`config.mk`:
```
export PLATFORM = sky130hd
export DESIGN_NAME = tl_d_beat_tracker_flat
export DESIGN_NICKNAME = d
export VERILOG_FILES = /design/src/rtl/tl_d_beat_tracker_pkg.sv /design/src/rtl/tl_d_beat_tracker_if.sv /design/src/rtl/tl_d_beat_tracker_e_slot.sv /design/src/rtl/tl_d_beat_tracker.sv /design/src/flat_wrapper.sv
export SDC_FILE = /design/constraint.sdc
export NUM_CORES = 1
export LEC_CHECK = 0
export CORE_MARGIN = 1
export CORE_UTILIZATION = 36
export CTS_CLUSTER_DIAMETER = 60
export DETAILED_ROUTE_END_ITERATION = 12
export PLACE_DENSITY = 0.87
export SYNTH_ARGS = -nofsm -noshare
export SYNTH_HDL_FRONTEND = slang
export SYNTH_SLANG_ARGS = --single-unit
export TNS_END_PERCENT = 20
```
`constraint.sdc`:
```
create_clock -name clock -period 6.7 [get_ports clock]
set_input_delay 0.67 -clock clock [delete_from_list [all_inputs] [get_ports clock]]
set_output_delay 0.67 -clock clock [all_outputs]
set_load 0.02 [all_outputs]
```
`src/rtl/tl_d_beat_tracker_pkg.sv`:
```
// Shared TileLink D/E channel constants, field widths and the beat-count helper
// used by the D-channel beat tracker.
package tl_d_pkg;

  localparam logic [2:0] ACCESS_ACK      = 3'd0;
  localparam logic [2:0] ACCESS_ACK_DATA = 3'd1;
  localparam logic [2:0] GRANT           = 3'd4;
  localparam logic [2:0] GRANT_DATA      = 3'd5;
  localparam logic [2:0] RELEASE_ACK     = 3'd6;

  localparam int LOG2_BEAT_BYTES = 3;

  localparam int OPCODE_W = 3;
  localparam int PARAM_W  = 2;
  localparam int SIZE_W   = 4;
  localparam int SOURCE_W = 5;
  localparam int SINK_W   = 3;
  localparam int DATA_W   = 64;

  // Beats minus one for a response; only data-bearing opcodes span several beats.
  // Wide enough for the largest encodable size so illegal sizes are not aliased.
  function automatic logic [15:0] num_beats1(input logic [OPCODE_W-1:0] opcode,
                                             input logic [SIZE_W-1:0]   size);
    logic [15:0] r;
    r = '0;
    if ((opcode == ACCESS_ACK_DATA || opcode == GRANT_DATA) &&
        size > SIZE_W'(LOG2_BEAT_BYTES)) begin
      r = (16'd1 << (size - SIZE_W'(LOG2_BEAT_BYTES))) - 16'd1;
    end
    return r;
  endfunction

endpackage

```
`src/rtl/tl_d_beat_tracker_if.sv`:
```
// D-channel (upstream and client side) plus E-channel signal bundle of the beat tracker.
// All handshakes: a transfer happens on a rising clock edge where valid & ready are both 1;
// valid never waits on ready, and payload is only meaningful while valid is 1.
interface tl_d_beat_tracker_if;
  import tl_d_pkg::*;

  logic                in_d_valid;
  logic                in_d_ready;
  logic [OPCODE_W-1:0] in_d_bits_opcode;
  logic [PARAM_W-1:0]  in_d_bits_param;
  logic [SIZE_W-1:0]   in_d_bits_size;
  logic [SOURCE_W-1:0] in_d_bits_source;
  logic [SINK_W-1:0]   in_d_bits_sink;
  logic                in_d_bits_denied;
  logic [DATA_W-1:0]   in_d_bits_data;
  logic                in_d_bits_corrupt;

  logic                out_d_valid;
  logic                out_d_ready;
  logic [OPCODE_W-1:0] out_d_bits_opcode;
  logic [PARAM_W-1:0]  out_d_bits_param;
  logic [SIZE_W-1:0]   out_d_bits_size;
  logic [SOURCE_W-1:0] out_d_bits_source;
  logic [SINK_W-1:0]   out_d_bits_sink;
  logic                out_d_bits_denied;
  logic [DATA_W-1:0]   out_d_bits_data;
  logic                out_d_bits_corrupt;
  logic                out_d_first;
  logic                out_d_last;
  logic [2:0]          out_d_beat;

  logic                io_e_valid;
  logic                io_e_ready;
  logic [SINK_W-1:0]   io_e_bits_sink;

  // Environment side: upstream queue, downstream client and E-channel consumer.
  modport master (
    output in_d_valid, in_d_bits_opcode, in_d_bits_param, in_d_bits_size,
           in_d_bits_source, in_d_bits_sink, in_d_bits_denied, in_d_bits_data,
           in_d_bits_corrupt, out_d_ready, io_e_ready,
    input  in_d_ready, out_d_valid, out_d_bits_opcode, out_d_bits_param,
           out_d_bits_size, out_d_bits_source, out_d_bits_sink, out_d_bits_denied,
           out_d_bits_data, out_d_bits_corrupt, out_d_first, out_d_last,
           out_d_beat, io_e_valid, io_e_bits_sink
  );

  // Tracker side.
  modport slave (
    input  in_d_valid, in_d_bits_opcode, in_d_bits_param, in_d_bits_size,
           in_d_bits_source, in_d_bits_sink, in_d_bits_denied, in_d_bits_data,
           in_d_bits_corrupt, out_d_ready, io_e_ready,
    output in_d_ready, out_d_valid, out_d_bits_opcode, out_d_bits_param,
           out_d_bits_size, out_d_bits_source, out_d_bits_sink, out_d_bits_denied,
           out_d_bits_data, out_d_bits_corrupt, out_d_first, out_d_last,
           out_d_beat, io_e_valid, io_e_bits_sink
  );

endinterface

```
`src/rtl/tl_d_beat_tracker_e_slot.sv`:
```
// One-entry GrantAck holding register. A load in the same cycle as a drain wins,
// so back-to-back Grants never lose an acknowledgement.
module tl_e_slot
  import tl_d_pkg::*;
(
  input  logic              clock,
  input  logic              reset,
  input  logic              load,
  input  logic [SINK_W-1:0] load_sink,
  input  logic              ready,
  output logic              valid,
  output logic [SINK_W-1:0] sink
);

  always_ff @(posedge clock) begin
    if (reset) begin
      valid <= 1'b0;
      sink  <= '0;
    end else if (load) begin
      valid <= 1'b1;
      sink  <= load_sink;
    end else if (valid && ready) begin
      valid <= 1'b0;
    end
  end

endmodule

```
`src/rtl/tl_d_beat_tracker.sv`:
```
// Passes TileLink D beats through unchanged, annotates first/last/beat index,
// issues GrantAcks on E for every completed Grant and flags malformed bursts.
module tl_d_beat_tracker
  import tl_d_pkg::*;
#(
  parameter int BEAT_BYTES = 8,
  parameter int MAX_SIZE   = 6,
  parameter int CNT_W      = 3
) (
  input  logic                    clock,
  input  logic                    reset,
  tl_d_beat_tracker_if.slave      bus,
  output logic                    err
);

  if (BEAT_BYTES != (1 << LOG2_BEAT_BYTES)) begin : g_bad_beat_bytes
    $error("BEAT_BYTES must match LOG2_BEAT_BYTES");
  end
  if (CNT_W != MAX_SIZE - LOG2_BEAT_BYTES || CNT_W != 3) begin : g_bad_cnt_w
    $error("CNT_W must equal MAX_SIZE - LOG2_BEAT_BYTES and match the beat port");
  end

  logic [CNT_W-1:0]    cnt;
  logic [OPCODE_W-1:0] burst_opcode;
  logic [SIZE_W-1:0]   burst_size;
  logic [SOURCE_W-1:0] burst_source;
  logic                err_q;

  logic                first;
  logic                last;
  logic [15:0]         beats1;
  logic                is_grant;
  logic                stall;
  logic                fire;
  logic                e_valid;
  logic [SINK_W-1:0]   e_sink;
  logic                bad_size;
  logic                bad_follow;

  // Later beats are sized from the burst header so a corrupted field cannot
  // change the burst length mid-flight.
  assign first  = (cnt == '0);
  assign beats1 = first ? num_beats1(bus.in_d_bits_opcode, bus.in_d_bits_size)
                        : num_beats1(burst_opcode, burst_size);
  assign last   = (beats1 == 16'(cnt));

  assign is_grant = (bus.in_d_bits_opcode == GRANT) || (bus.in_d_bits_opcode == GRANT_DATA);
  assign stall    = is_grant && last && e_valid && !bus.io_e_ready;

  assign bus.in_d_ready  = bus.out_d_ready && !stall;
  assign bus.out_d_valid = bus.in_d_valid && !stall;
  assign fire            = bus.out_d_valid && bus.out_d_ready;

  assign bus.out_d_bits_opcode  = bus.in_d_bits_opcode;
  assign bus.out_d_bits_param   = bus.in_d_bits_param;
  assign bus.out_d_bits_size    = bus.in_d_bits_size;
  assign bus.out_d_bits_source  = bus.in_d_bits_source;
  assign bus.out_d_bits_sink    = bus.in_d_bits_sink;
  assign bus.out_d_bits_denied  = bus.in_d_bits_denied;
  assign bus.out_d_bits_data    = bus.in_d_bits_data;
  assign bus.out_d_bits_corrupt = bus.in_d_bits_corrupt;
  assign bus.out_d_first        = first;
  assign bus.out_d_last         = last;
  assign bus.out_d_beat         = cnt;

  assign bad_size   = bus.in_d_bits_size > SIZE_W'(MAX_SIZE);
  assign bad_follow = !first && ((bus.in_d_bits_opcode != burst_opcode) ||
                                 (bus.in_d_bits_size   != burst_size)   ||
                                 (bus.in_d_bits_source != burst_source));

  always_ff @(posedge clock) begin
    if (reset) begin
      cnt          <= '0;
      burst_opcode <= '0;
      burst_size   <= '0;
      burst_source <= '0;
      err_q        <= 1'b0;
    end else if (fire) begin
      cnt <= last ? '0 : cnt + CNT_W'(1);
      if (first) begin
        burst_opcode <= bus.in_d_bits_opcode;
        burst_size   <= bus.in_d_bits_size;
        burst_source <= bus.in_d_bits_source;
      end
      if (bad_size || bad_follow) begin
        err_q <= 1'b1;
      end
    end
  end

  assign err = err_q;

  tl_e_slot u_e_slot (
    .clock     (clock),
    .reset     (reset),
    .load      (fire && is_grant && last),
    .load_sink (bus.in_d_bits_sink),
    .ready     (bus.io_e_ready),
    .valid     (e_valid),
    .sink      (e_sink)
  );

  assign bus.io_e_valid     = e_valid;
  assign bus.io_e_bits_sink = e_sink;

endmodule
```
`src/flat_wrapper.sv`:
```
// flat-port wrapper written by rule: the top's interface ports become plain ports
module tl_d_beat_tracker_flat import tl_d_pkg::*;
#(
  parameter int BEAT_BYTES = 8,
  parameter int MAX_SIZE   = 6,
  parameter int CNT_W      = 3
)
  (clock, reset, err, bus_in_d_valid, bus_in_d_bits_opcode, bus_in_d_bits_param, bus_in_d_bits_size, bus_in_d_bits_source, bus_in_d_bits_sink, bus_in_d_bits_denied, bus_in_d_bits_data, bus_in_d_bits_corrupt, bus_out_d_ready, bus_io_e_ready, bus_in_d_ready, bus_out_d_valid, bus_out_d_bits_opcode, bus_out_d_bits_param, bus_out_d_bits_size, bus_out_d_bits_source, bus_out_d_bits_sink, bus_out_d_bits_denied, bus_out_d_bits_data, bus_out_d_bits_corrupt, bus_out_d_first, bus_out_d_last, bus_out_d_beat, bus_io_e_valid, bus_io_e_bits_sink);
  tl_d_beat_tracker_if bus_i ();
  input  logic clock;
  input  logic reset;
  output logic err;
  input wire logic [$bits(bus_i.in_d_valid)-1:0] bus_in_d_valid;
  input wire logic [$bits(bus_i.in_d_bits_opcode)-1:0] bus_in_d_bits_opcode;
  input wire logic [$bits(bus_i.in_d_bits_param)-1:0] bus_in_d_bits_param;
  input wire logic [$bits(bus_i.in_d_bits_size)-1:0] bus_in_d_bits_size;
  input wire logic [$bits(bus_i.in_d_bits_source)-1:0] bus_in_d_bits_source;
  input wire logic [$bits(bus_i.in_d_bits_sink)-1:0] bus_in_d_bits_sink;
  input wire logic [$bits(bus_i.in_d_bits_denied)-1:0] bus_in_d_bits_denied;
  input wire logic [$bits(bus_i.in_d_bits_data)-1:0] bus_in_d_bits_data;
  input wire logic [$bits(bus_i.in_d_bits_corrupt)-1:0] bus_in_d_bits_corrupt;
  input wire logic [$bits(bus_i.out_d_ready)-1:0] bus_out_d_ready;
  input wire logic [$bits(bus_i.io_e_ready)-1:0] bus_io_e_ready;
  output wire logic [$bits(bus_i.in_d_ready)-1:0] bus_in_d_ready;
  output wire logic [$bits(bus_i.out_d_valid)-1:0] bus_out_d_valid;
  output wire logic [$bits(bus_i.out_d_bits_opcode)-1:0] bus_out_d_bits_opcode;
  output wire logic [$bits(bus_i.out_d_bits_param)-1:0] bus_out_d_bits_param;
  output wire logic [$bits(bus_i.out_d_bits_size)-1:0] bus_out_d_bits_size;
  output wire logic [$bits(bus_i.out_d_bits_source)-1:0] bus_out_d_bits_source;
  output wire logic [$bits(bus_i.out_d_bits_sink)-1:0] bus_out_d_bits_sink;
  output wire logic [$bits(bus_i.out_d_bits_denied)-1:0] bus_out_d_bits_denied;
  output wire logic [$bits(bus_i.out_d_bits_data)-1:0] bus_out_d_bits_data;
  output wire logic [$bits(bus_i.out_d_bits_corrupt)-1:0] bus_out_d_bits_corrupt;
  output wire logic [$bits(bus_i.out_d_first)-1:0] bus_out_d_first;
  output wire logic [$bits(bus_i.out_d_last)-1:0] bus_out_d_last;
  output wire logic [$bits(bus_i.out_d_beat)-1:0] bus_out_d_beat;
  output wire logic [$bits(bus_i.io_e_valid)-1:0] bus_io_e_valid;
  output wire logic [$bits(bus_i.io_e_bits_sink)-1:0] bus_io_e_bits_sink;
  assign bus_i.in_d_valid = bus_in_d_valid;
  assign bus_i.in_d_bits_opcode = bus_in_d_bits_opcode;
  assign bus_i.in_d_bits_param = bus_in_d_bits_param;
  assign bus_i.in_d_bits_size = bus_in_d_bits_size;
  assign bus_i.in_d_bits_source = bus_in_d_bits_source;
  assign bus_i.in_d_bits_sink = bus_in_d_bits_sink;
  assign bus_i.in_d_bits_denied = bus_in_d_bits_denied;
  assign bus_i.in_d_bits_data = bus_in_d_bits_data;
  assign bus_i.in_d_bits_corrupt = bus_in_d_bits_corrupt;
  assign bus_i.out_d_ready = bus_out_d_ready;
  assign bus_i.io_e_ready = bus_io_e_ready;
  assign bus_in_d_ready = bus_i.in_d_ready;
  assign bus_out_d_valid = bus_i.out_d_valid;
  assign bus_out_d_bits_opcode = bus_i.out_d_bits_opcode;
  assign bus_out_d_bits_param = bus_i.out_d_bits_param;
  assign bus_out_d_bits_size = bus_i.out_d_bits_size;
  assign bus_out_d_bits_source = bus_i.out_d_bits_source;
  assign bus_out_d_bits_sink = bus_i.out_d_bits_sink;
  assign bus_out_d_bits_denied = bus_i.out_d_bits_denied;
  assign bus_out_d_bits_data = bus_i.out_d_bits_data;
  assign bus_out_d_bits_corrupt = bus_i.out_d_bits_corrupt;
  assign bus_out_d_first = bus_i.out_d_first;
  assign bus_out_d_last = bus_i.out_d_last;
  assign bus_out_d_beat = bus_i.out_d_beat;
  assign bus_io_e_valid = bus_i.io_e_valid;
  assign bus_io_e_bits_sink = bus_i.io_e_bits_sink;
  tl_d_beat_tracker #(.BEAT_BYTES(BEAT_BYTES), .MAX_SIZE(MAX_SIZE), .CNT_W(CNT_W)) u_core (.clock(clock), .reset(reset), .bus(bus_i), .err(err));
endmodule
```
Word-level counts from Yosys, hierarchy flattened
Index checks and enable logic that the tools add are counted.
Widths: inputs -> output; s select.

word-level totals
  bits in registers = 20
  output and inout bits = 95
  logic and storage cells = 57

operators by class
  add/subtract/negate cells = 5
  order comparisons = 3
  equal/unequal tests = 9
  shift-type cells = 2
  muxes and demuxes = 6
  reduce and logical (&&, ||, !) cells = 25

operators by type and width
  cell                   count
  $mux 16                3
  $shl 1x4->16 const A   2
  $sub 16x1->16 const B  2
  $eq 16x3->1            1
  $logic_and 1x1->1      12
  $eq 3x3->1 const B     3
  $gt 4x2->1 const B     2
  $sub 4x2->4 const B    2
  $eq 3x1->1 const B     2
  $logic_or 1x1->1       6
  $ne 5x5->1             1
  $gt 4x3->1 const B     1
  $ne 4x4->1             1
  $reduce_and 2->1       2
  $add 3x1->3 const B    1
  $logic_not 1->1        3
  $logic_not 3->1        1
  $mux 3                 1
  $ne 3x3->1             1
  $mux 1                 2
  $reduce_bool 2->1      1

Logic depth before layout (Yosys ltp)
Gate-level depths: netlist of run 1.

  depth in word-level cells = 15
  gate-level depth with buffers = 15
  mapped depth without buffers = 12

Hierarchy
A second synthesis of run 1 with hierarchy kept.

unflattened totals
  cell total of the unflattened synthesis = 252
  area total of the unflattened synthesis = 2159.6 sq um

by module, submodules not included
  module             times used  cells an instance  area an instance (sq um)
  tl_d_beat_tracker  1           239                2023.2
  tl_e_slot          1           13                 136.4

Worst setup path after synthesis of run 1
Ideal clock, no wire load.

  path kind = input -> output
  from = input bus_in_d_bits_size[2]
  to = output bus_in_d_ready
  arrival time = 2.823 ns
  slack = 3.207 ns
  stages on the path = 12
  buffers on the path = 2
  cell sequence = buf_4 -> nand4bb_1 -> ha_1 -> buf_2 -> mux2_2 -> o32ai_1 -> a41oi_1 -> o21ai_1 -> nand2_2 -> nor2_4 -> nand2_1 -> and2_1

on the way
  longest elaborated chain between the ends = 11
  elaborated cells between the ends (all ways) = 13
  those cells by class = add/sub: 2; order compare: 1; eq/ne: 1; shift: 1; mux: 2; reduce/logical: 6

ends and longest elaborated chain
  element                             RTL line                     RTL
  start: declaration                  flat_wrapper.sv:16           input wire logic [$bits(bus_i.in_d_bits_size)-1:0] bus_in_d_bits_size;
  $sub 4x2->4                         tl_d_beat_tracker_pkg.sv:28  r = (16'd1 << (size - SIZE_W'(LOG2_BEAT_BYTES))) - 16'd1;
  $shl 1x4->16                        tl_d_beat_tracker_pkg.sv:28
  $sub 16x1->16                       tl_d_beat_tracker_pkg.sv:28
  $mux 16 (*)                         tl_d_beat_tracker_pkg.sv:26  if ((opcode == ACCESS_ACK_DATA || opcode == GRANT_DATA) &&
  $mux 16 (*)                         tl_d_beat_tracker.sv:43      assign beats1 = first ? num_beats1(bus.in_d_bits_opcode, bus.in_d_bits_size)
  $eq 16x3->1 (*)                     tl_d_beat_tracker.sv:45      assign last = (beats1 == 16'(cnt));
  via bus_out_d_last                  flat_wrapper.sv:35           output wire logic [$bits(bus_i.out_d_last)-1:0] bus_out_d_last;
  $logic_and 1x1->1 (*) (3 in a row)  tl_d_beat_tracker.sv:48      assign stall = is_grant && last && e_valid && !bus.io_e_ready;
  $logic_not 1->1 (*)                 tl_d_beat_tracker.sv:50      assign bus.in_d_ready = bus.out_d_ready && !stall;
  $logic_and 1x1->1 (*)               tl_d_beat_tracker.sv:50
  end: declaration                    flat_wrapper.sv:24           output wire logic [$bits(bus_i.in_d_ready)-1:0] bus_in_d_ready;

Mark *: on every way through the listed nets, which the timed path passes. The rest lies on a longest branch.

Worst setup path after layout of run 1
  from = input bus_in_d_bits_size[2]
  to = output bus_in_d_ready

on the way
  longest elaborated chain between the ends = 11
  elaborated cells between the ends (all ways) = 13
  those cells by class = add/sub: 2; order compare: 1; eq/ne: 1; shift: 1; mux: 2; reduce/logical: 6

ends and longest elaborated chain
  element                             RTL line
  $sub 4x2->4                         tl_d_beat_tracker_pkg.sv:28
  $shl 1x4->16                        tl_d_beat_tracker_pkg.sv:28
  $sub 16x1->16                       tl_d_beat_tracker_pkg.sv:28
  $mux 16 (*)                         tl_d_beat_tracker_pkg.sv:26
  $mux 16 (*)                         tl_d_beat_tracker.sv:43
  $eq 16x3->1 (*)                     tl_d_beat_tracker.sv:45
  $logic_and 1x1->1 (*) (3 in a row)  tl_d_beat_tracker.sv:48
  $logic_not 1->1 (*)                 tl_d_beat_tracker.sv:50
  $logic_and 1x1->1 (*)               tl_d_beat_tracker.sv:50

Mark *: on every way between the ends. The rest lies on a longest branch, timed or not.

==> results of run 1 <==
power by group through the flow:
stage,combinational [mW],sequential [mW],clock (mW)
global placement,0.110,0.133,0
floorplan,0.139,0.133,0
global route,0.122,0.131,0.0988
CTS,0.113,0.130,0.0957
detailed placement,0.112,0.133,0
finish,0.112,0.130,0.0943
worst paths after layout:
kind | from | end
max | bus_in_d_bits_size[2] | bus_in_d_ready
min | u_core.burst_source[3] | u_core.burst_source[3]
max reg2reg | u_core.burst_size[1] | u_core.u_e_slot.sink[1]
min reg2reg | u_core.burst_source[3] | u_core.burst_source[3]
Yosys cell counts (3+ instances only):
| library cell | n | area share (%) |
|---|---|---|
| inv_1 | 8 | 1.3 |
| xnor2_1 | 3 | 1.1 |
| ha_1 | 10 | 5.5 |
| xor2_1 | 12 | 4.6 |
| a21oi_1 | 4 | 0.87 |
| nand3_1 | 3 | 0.65 |
| nor2_1 | 13 | 2.1 |
| nand2_1 | 36 | 5.9 |
| nor4_1 | 3 | 0.82 |
| dfxtp_1 | 20 | 17 |
| nand2b_1 | 4 | 1.1 |
| buf_4 | 86 | 28 |
| mux2i_1 | 15 | 6.5 |
| o21ai_0 | 3 | 0.65 |
cell type report:
| class | count | area, um2 |
|---|---|---|
| sequential | 20 | 400.4 |
| fill | 628 | 3839 |
| clock buffer | 4 | 55.05 |
| inverter | 10 | 45.04 |
| tap | 75 | 93.84 |
| timing repair buffer | 46 | 460.4 |
| multi-input combinational | 154 | 1132 |
worst min-delay path, delay by kind of cell (launching register included):
family	cells	cell delay (ns)
flops	1	0.32
simple gates	1	0.05
mux	1	0.05
registers in the layout, indices dropped and copies added, names as in the netlist:
name and flops:
u_core.u_e_slot.sink 3, u_core.u_e_slot.valid 1, u_core.burst_opcode 3, u_core.burst_source 5, u_core.err 1, u_core.bus.out_d_beat 3
u_core.burst_size 4
cell usage in the layout (no fill, tap or decap), types with 3 or more instances in the layout:
| master | netlist | final |
|---|---|---|
| a21oi_1 | 4 | 4 |
| xnor2_1 | 3 | 3 |
| nand2_1 | 36 | 36 |
| nor2_1 | 13 | 13 |
| inv_1 | 8 | 8 |
| xor2_1 | 12 | 12 |
| mux2i_1 | 15 | 15 |
| clkdlybuf4s50_1 | 0 | 46 |
| ha_1 | 10 | 10 |
| nand2b_1 | 4 | 4 |
| nor4_1 | 3 | 3 |
| clkbuf_8 | 0 | 4 |
| dfxtp_1 | 20 | 20 |
| nand3_1 | 3 | 3 |
| o21ai_0 | 3 | 3 |
through the flow:
stage | worst slack, ns | hold WS, ns | cells | area (um2) | util [%]
2_1_floorplan | 3.207 | 0.4465 | 277 | 2295 | -
3_3_place_gp | 2.000 | 0.4536 | 305 | 2132 | 35.38
3_5_place_dp | 1.809 | 0.4617 | 305 | 2132 | 35.38
4_1_cts | 1.798 | 0.4730 | 309 | 2187 | 36.30
5_1_grt | 1.510 | 0.4928 | 309 | 2187 | 36.30
6_report | 1.736 | 0.4692 | 309 | 2187 | 36.30
cells by family after synthesis:
family	synth area share, %
mux	7.034
compound gates	9.925
buf+inv	33.21
flops	17.45
fa+ha+maj	5.453
simple gates	20.50
xor+xnor	6.434
per-layer routing:
layer  GRT usage, %  up-vias  routed length (um)
li1               -      756                   -
met1          13.93      731                1711
met2          19.17       73                1949
met3          2.556       31                 304
met4          6.842        0                 141
met5              0        -                   0
==> results.toml, run 1 <==
[worst_setup_path]
critPathTopFamily = "buffers and inverters"
max_stage_delay_ns = 0.81
worstPathCellList = "clkdlybuf4s50_1 -> inv_1 -> nor2_1 -> nand2_1 -> ha_1 -> mux2_2 -> o32ai_1 -> a41oi_1 -> o21ai_1 -> nand2_2 -> nor2_4 -> nand2_1 -> and2_1 -> clkdlybuf4s50_1"
crit_path_top_delay_cell = "clkdlybuf4s50_1"
cp_num_buf_inv = 3
rrSetupSlack_ns = 3.66
start_kind = "primary input"
critical_path_depth = 14
required_ns = 6.03
cp_max_fo = 15
critPathKind = "in2out"
critPathCaptureType = "primary output"
reg2regPathDepth = 10
worstPathArrival_ns = 4.29

[power_and_ir_drop]
seq_power_share_pct = 38.7
finalPower_mw = 0.3370
leakagePower_nw = 0.8319
pwr-share-clk_pct = 28.0
p_int_mw = 0.2290
p_comb_share_pct = 33.3
ir_drop_mv = 0.1002
p_sw_mw = 0.1080
switching_share_pct = 32.04
power_density_nw_per_um2 = 154.1

[timing]
finalHoldViolations = 0
tns_ns = 0
finalMaxSlewViolations = 0
setup_viol = 0
fin_skew_ns = 0.0005846
relSlewSlack_pct = 63.85
fmax_mhz = 201.5
min_period_ns = 4.964
finalCritPeriodShare_pct = 74.09
tightest_slew_ns = 0.5406
rsz0062_at_grt = "no"

[cts]
clkSlewWorstSetupHoldPaths_ns = 0.08
cts.path.max_buffers = 2
cts_setup_buffers = 0
cts-root-buf = "clkbuf_8"
clock-sinks = 20
holdBufCountCts = 0
cts_buffers = 3
h-tree-depth = 1
cts_tree = "yes"
clkLatencyLatePin_ns = 0.26
cts-resized-gates = 0

[worst_hold_path]
hold_path_class = "reg2reg"
hold_depth = 2

[detailed_routing]
drt_iter0_markers = 189
dr.pass1.iters = 4
drc_errors = 0
ant_nets = 0
drt-total-wl_mm = 4.105
vias_per_cell = 5.149
wl_per_cell_um = 13.28
vias = 1591

[grt]
grt_max_degree = 26
grt_pass1_vias = 1433
antenna_found_initial = 0
grt_pass1_wl_mm = 6.251
grt_overflow = 0
grt.total_usage_pct = 11.70

[yosys]
yosysUniqueCellTypes = 61
synthArstFlopShare_pct = 0
synth_seq_area_share_pct = 17.45
synth-seq-cells = 20
syn_area_um2 = 2295
yosys_warnings = 0
synthFlopType = "dfxtp_1"
avgSynthCellArea_um2 = 8.284
syn-num-nets = 375
synth-edff-count = 0
syn_inst = 277

[finish]
layout.nets = 333
area_growth_pct = -4.689
layout-drive-gt1-share_pct = 8.120
antennaDiodeCount = 0

[floorplanning]
core_um2 = 6026
dieArea_um2 = 6698
pin_count = 183
rows = 28
fp.dieH_um = 81.84
fp.dieW_um = 81.84
start_util_pct = 38.08

[run]
cap_violations = 0

[placement]
dp_hpwl_mm = 3.205
place.gp.congestion = 0.9104
numPortBuffers = 46

[outcome]
run_status = "finished clean"
(Power assumes the default switching activity.)
==> inputs of run 2 (changes only) <==
Settings changed: CORE_UTILIZATION 36 to 34, PLACE_DENSITY 0.87 to 0.83.
Clock period 6.7 ns to 5 ns, I/O delays scaled along.
==> run 2 against run 1 <==
The flow now finishes with violations (DRC). Flip-flop and latch count unchanged. Die area increased by 5.7%. Final area increased by 0.46%. Sequential share of layout area decreased by 0.083 points. Largest power group unchanged.
==> results.toml, run 2 (synthesis gave the netlist of run 1 again) <==
[cts]
cts_setup_buffers = 0
cts-root-buf = "clkbuf_8"
cts.path.max_buffers = 2
cts-resized-gates = 0
clock-sinks = 20
clkSlewWorstSetupHoldPaths_ns = 0.07
holdBufCountCts = 0
cts_buffers = 3
clkLatencyLatePin_ns = 0.25
h-tree-depth = 1
cts_tree = "yes"

[power_and_ir_drop]
pwr-share-clk_pct = 27.0
seq_power_share_pct = 39.3
p_comb_share_pct = 33.7
switching_share_pct = 31.03
p_sw_mw = 0.1383
leakagePower_nw = 0.8367
power_density_nw_per_um2 = 202.9
ir_drop_mv = 0.09323
p_int_mw = 0.3075

[timing]
worst_slack_ns = 0.5153
min_period_ns = 4.485
fin_skew_ns = 0.003502
setup_viol = 0
finalMaxSlewViolations = 0
whs_ns = 0.4751
tns_ns = 0
tightest_slew_ns = 0.5684
fmax_mhz = 223.0
relSlewSlack_pct = 61.99
rsz0062_at_grt = "no"
finalHoldViolations = 0
finalCritPeriodShare_pct = 89.69

[placement]
numPortBuffers = 46
pre_cts_slack_ns = 0.5666
dp_hpwl_mm = 3.230
place.gp.congestion = 0.8764

[floorplanning]
core_um2 = 6422
start_util_pct = 35.73
rows = 29
fp.dieW_um = 84.16
dieArea_um2 = 7082
fp.dieH_um = 84.16
pin_count = 183

[worst_setup_path]
cp_num_buf_inv = 2
reg2reg_to = "u_core.u_e_slot.sink[1]"
critPathCaptureType = "primary output"
crit_top_cell = "clkdlybuf4s50_1"
rrSetupSlack_ns = 1.98
crit_path_top_delay_cell = "clkdlybuf4s50_1"
crit_path_start = "bus_in_d_bits_size[3]"
start_kind = "primary input"
critPathTopFamily = "buffers and inverters"
max_stage_delay_ns = 0.83
cp_max_fo = 16
worstPathArrival_ns = 3.98
worstPathCellList = "clkdlybuf4s50_1 -> nand4bb_1 -> ha_1 -> mux2_2 -> o32ai_1 -> a41oi_1 -> o21ai_1 -> nand2_2 -> nor2_4 -> nand2_1 -> and2_1 -> clkdlybuf4s50_1"
critical_path_depth = 12
required_ns = 4.50
crit_end = "bus_in_d_ready"
rr_startpoint = "u_core.burst_size[1]"
reg2regPathDepth = 10
critPathKind = "in2out"

[grt]
grt_pass1_vias = 1576
grt_max_degree = 26
grt_overflow = 0
grt_pass1_wl_mm = 7.058
grt.total_usage_pct = 11.81
antenna_found_initial = 0

[outcome]
violations = "DRC"
run_status = "finished, violations left"

[detailed_routing]
drt_iter0_markers = 154
drc_errors = 28
dr.pass1.iters = 8
drt-total-wl_mm = 4.151
vias = 1573
wl_per_cell_um = 13.30
vias_per_cell = 5.042
ant_nets = 0

[finish]
multi_input_area_um2 = 1132
final_common_cell = "clkdlybuf4s50_1"
most-common-layout-cells = "clkdlybuf4s50_1 (46), nand2_1 (36), dfxtp_1 (20), mux2i_1 (15), nor2_1 (13)"
area_growth_pct = -4.253
layout-drive-gt1-share_pct = 8.511
fill_cells = 646
antennaDiodeCount = 0
top_regs = "u_core.burst_source: 5 flops, u_core.burst_size: 4 flops"
layout.nets = 334
largest_register_ffs = 5
regMostFlops = "u_core.burst_source"
seq_area_um2 = 400.4

[run]
cap_violations = 0

[worst_hold_path]
hold_path_class = "reg2reg"
## run 2: cell count changes in the layout (fill, tap and decap cells not counted)
cell | before | now
buf_4 | 0 | 1
## run 2: final cells by class
cell class | instances | share of cell area, %
clock buffers | 4 | 2.506
inverters | 10 | 2.050
flip-flops and latches | 20 | 18.22
repair buffers | 47 | 21.30
multi-input cells | 154 | 51.54
well taps | 77 | 4.385
## run 2: worst min-delay path, stage by stage (launching register included)
cell and delay [ns]:
dfxtp_1 0.32, nand2_1 0.05, mux2i_1 0.05
## run 2: worst min path at each step
stage               slack [ns]                    from                     end  depth (start not counted)
global route              0.50  u_core.burst_opcode[2]  u_core.burst_opcode[2]                          2
floorplan                 0.45  u_core.burst_opcode[2]  u_core.burst_opcode[2]                          2
finish                    0.48  u_core.burst_source[0]  u_core.burst_source[0]                          2
CTS                       0.48  u_core.burst_source[0]  u_core.burst_source[0]                          2
global placement          0.45  u_core.burst_source[0]  u_core.burst_source[0]                          2
detailed placement        0.46  u_core.burst_source[4]  u_core.burst_source[4]                          2
## run 2: power by group through the flow
stage | clock [mW] | combinational, mW | sequential (mW)
final | 0.120 | 0.150 | 0.175
after global routing | 0.129 | 0.164 | 0.176
after CTS | 0.125 | 0.151 | 0.175
after detailed placement | 0 | 0.150 | 0.179
after global placement | 0 | 0.148 | 0.178
after floorplan | 0 | 0.186 | 0.179
## run 2: metal layers
metal | share of wire, % | vias up | wire length (um) | track usage (%)
met5 | 0 | - | 0 | 0
met4 | 2.1 | 0 | 86 | 5.643
met3 | 8.8 | 18 | 367 | 2.753
met2 | 47 | 75 | 1960 | 20.19
met1 | 42 | 721 | 1737 | 13.96
li1 | - | 759 | - | -
## run 2: through the flow
step	instance area, um2	std cells	power [mW]	utilization, %
after floorplan	2295	277	0.3653	-
after global placement	2142	308	0.3255	33.35
after detailed placement	2142	308	0.3285	33.35
after CTS	2197	312	0.4509	34.21
after global routing	2197	312	0.4697	34.21
final	2197	312	0.4458	34.21
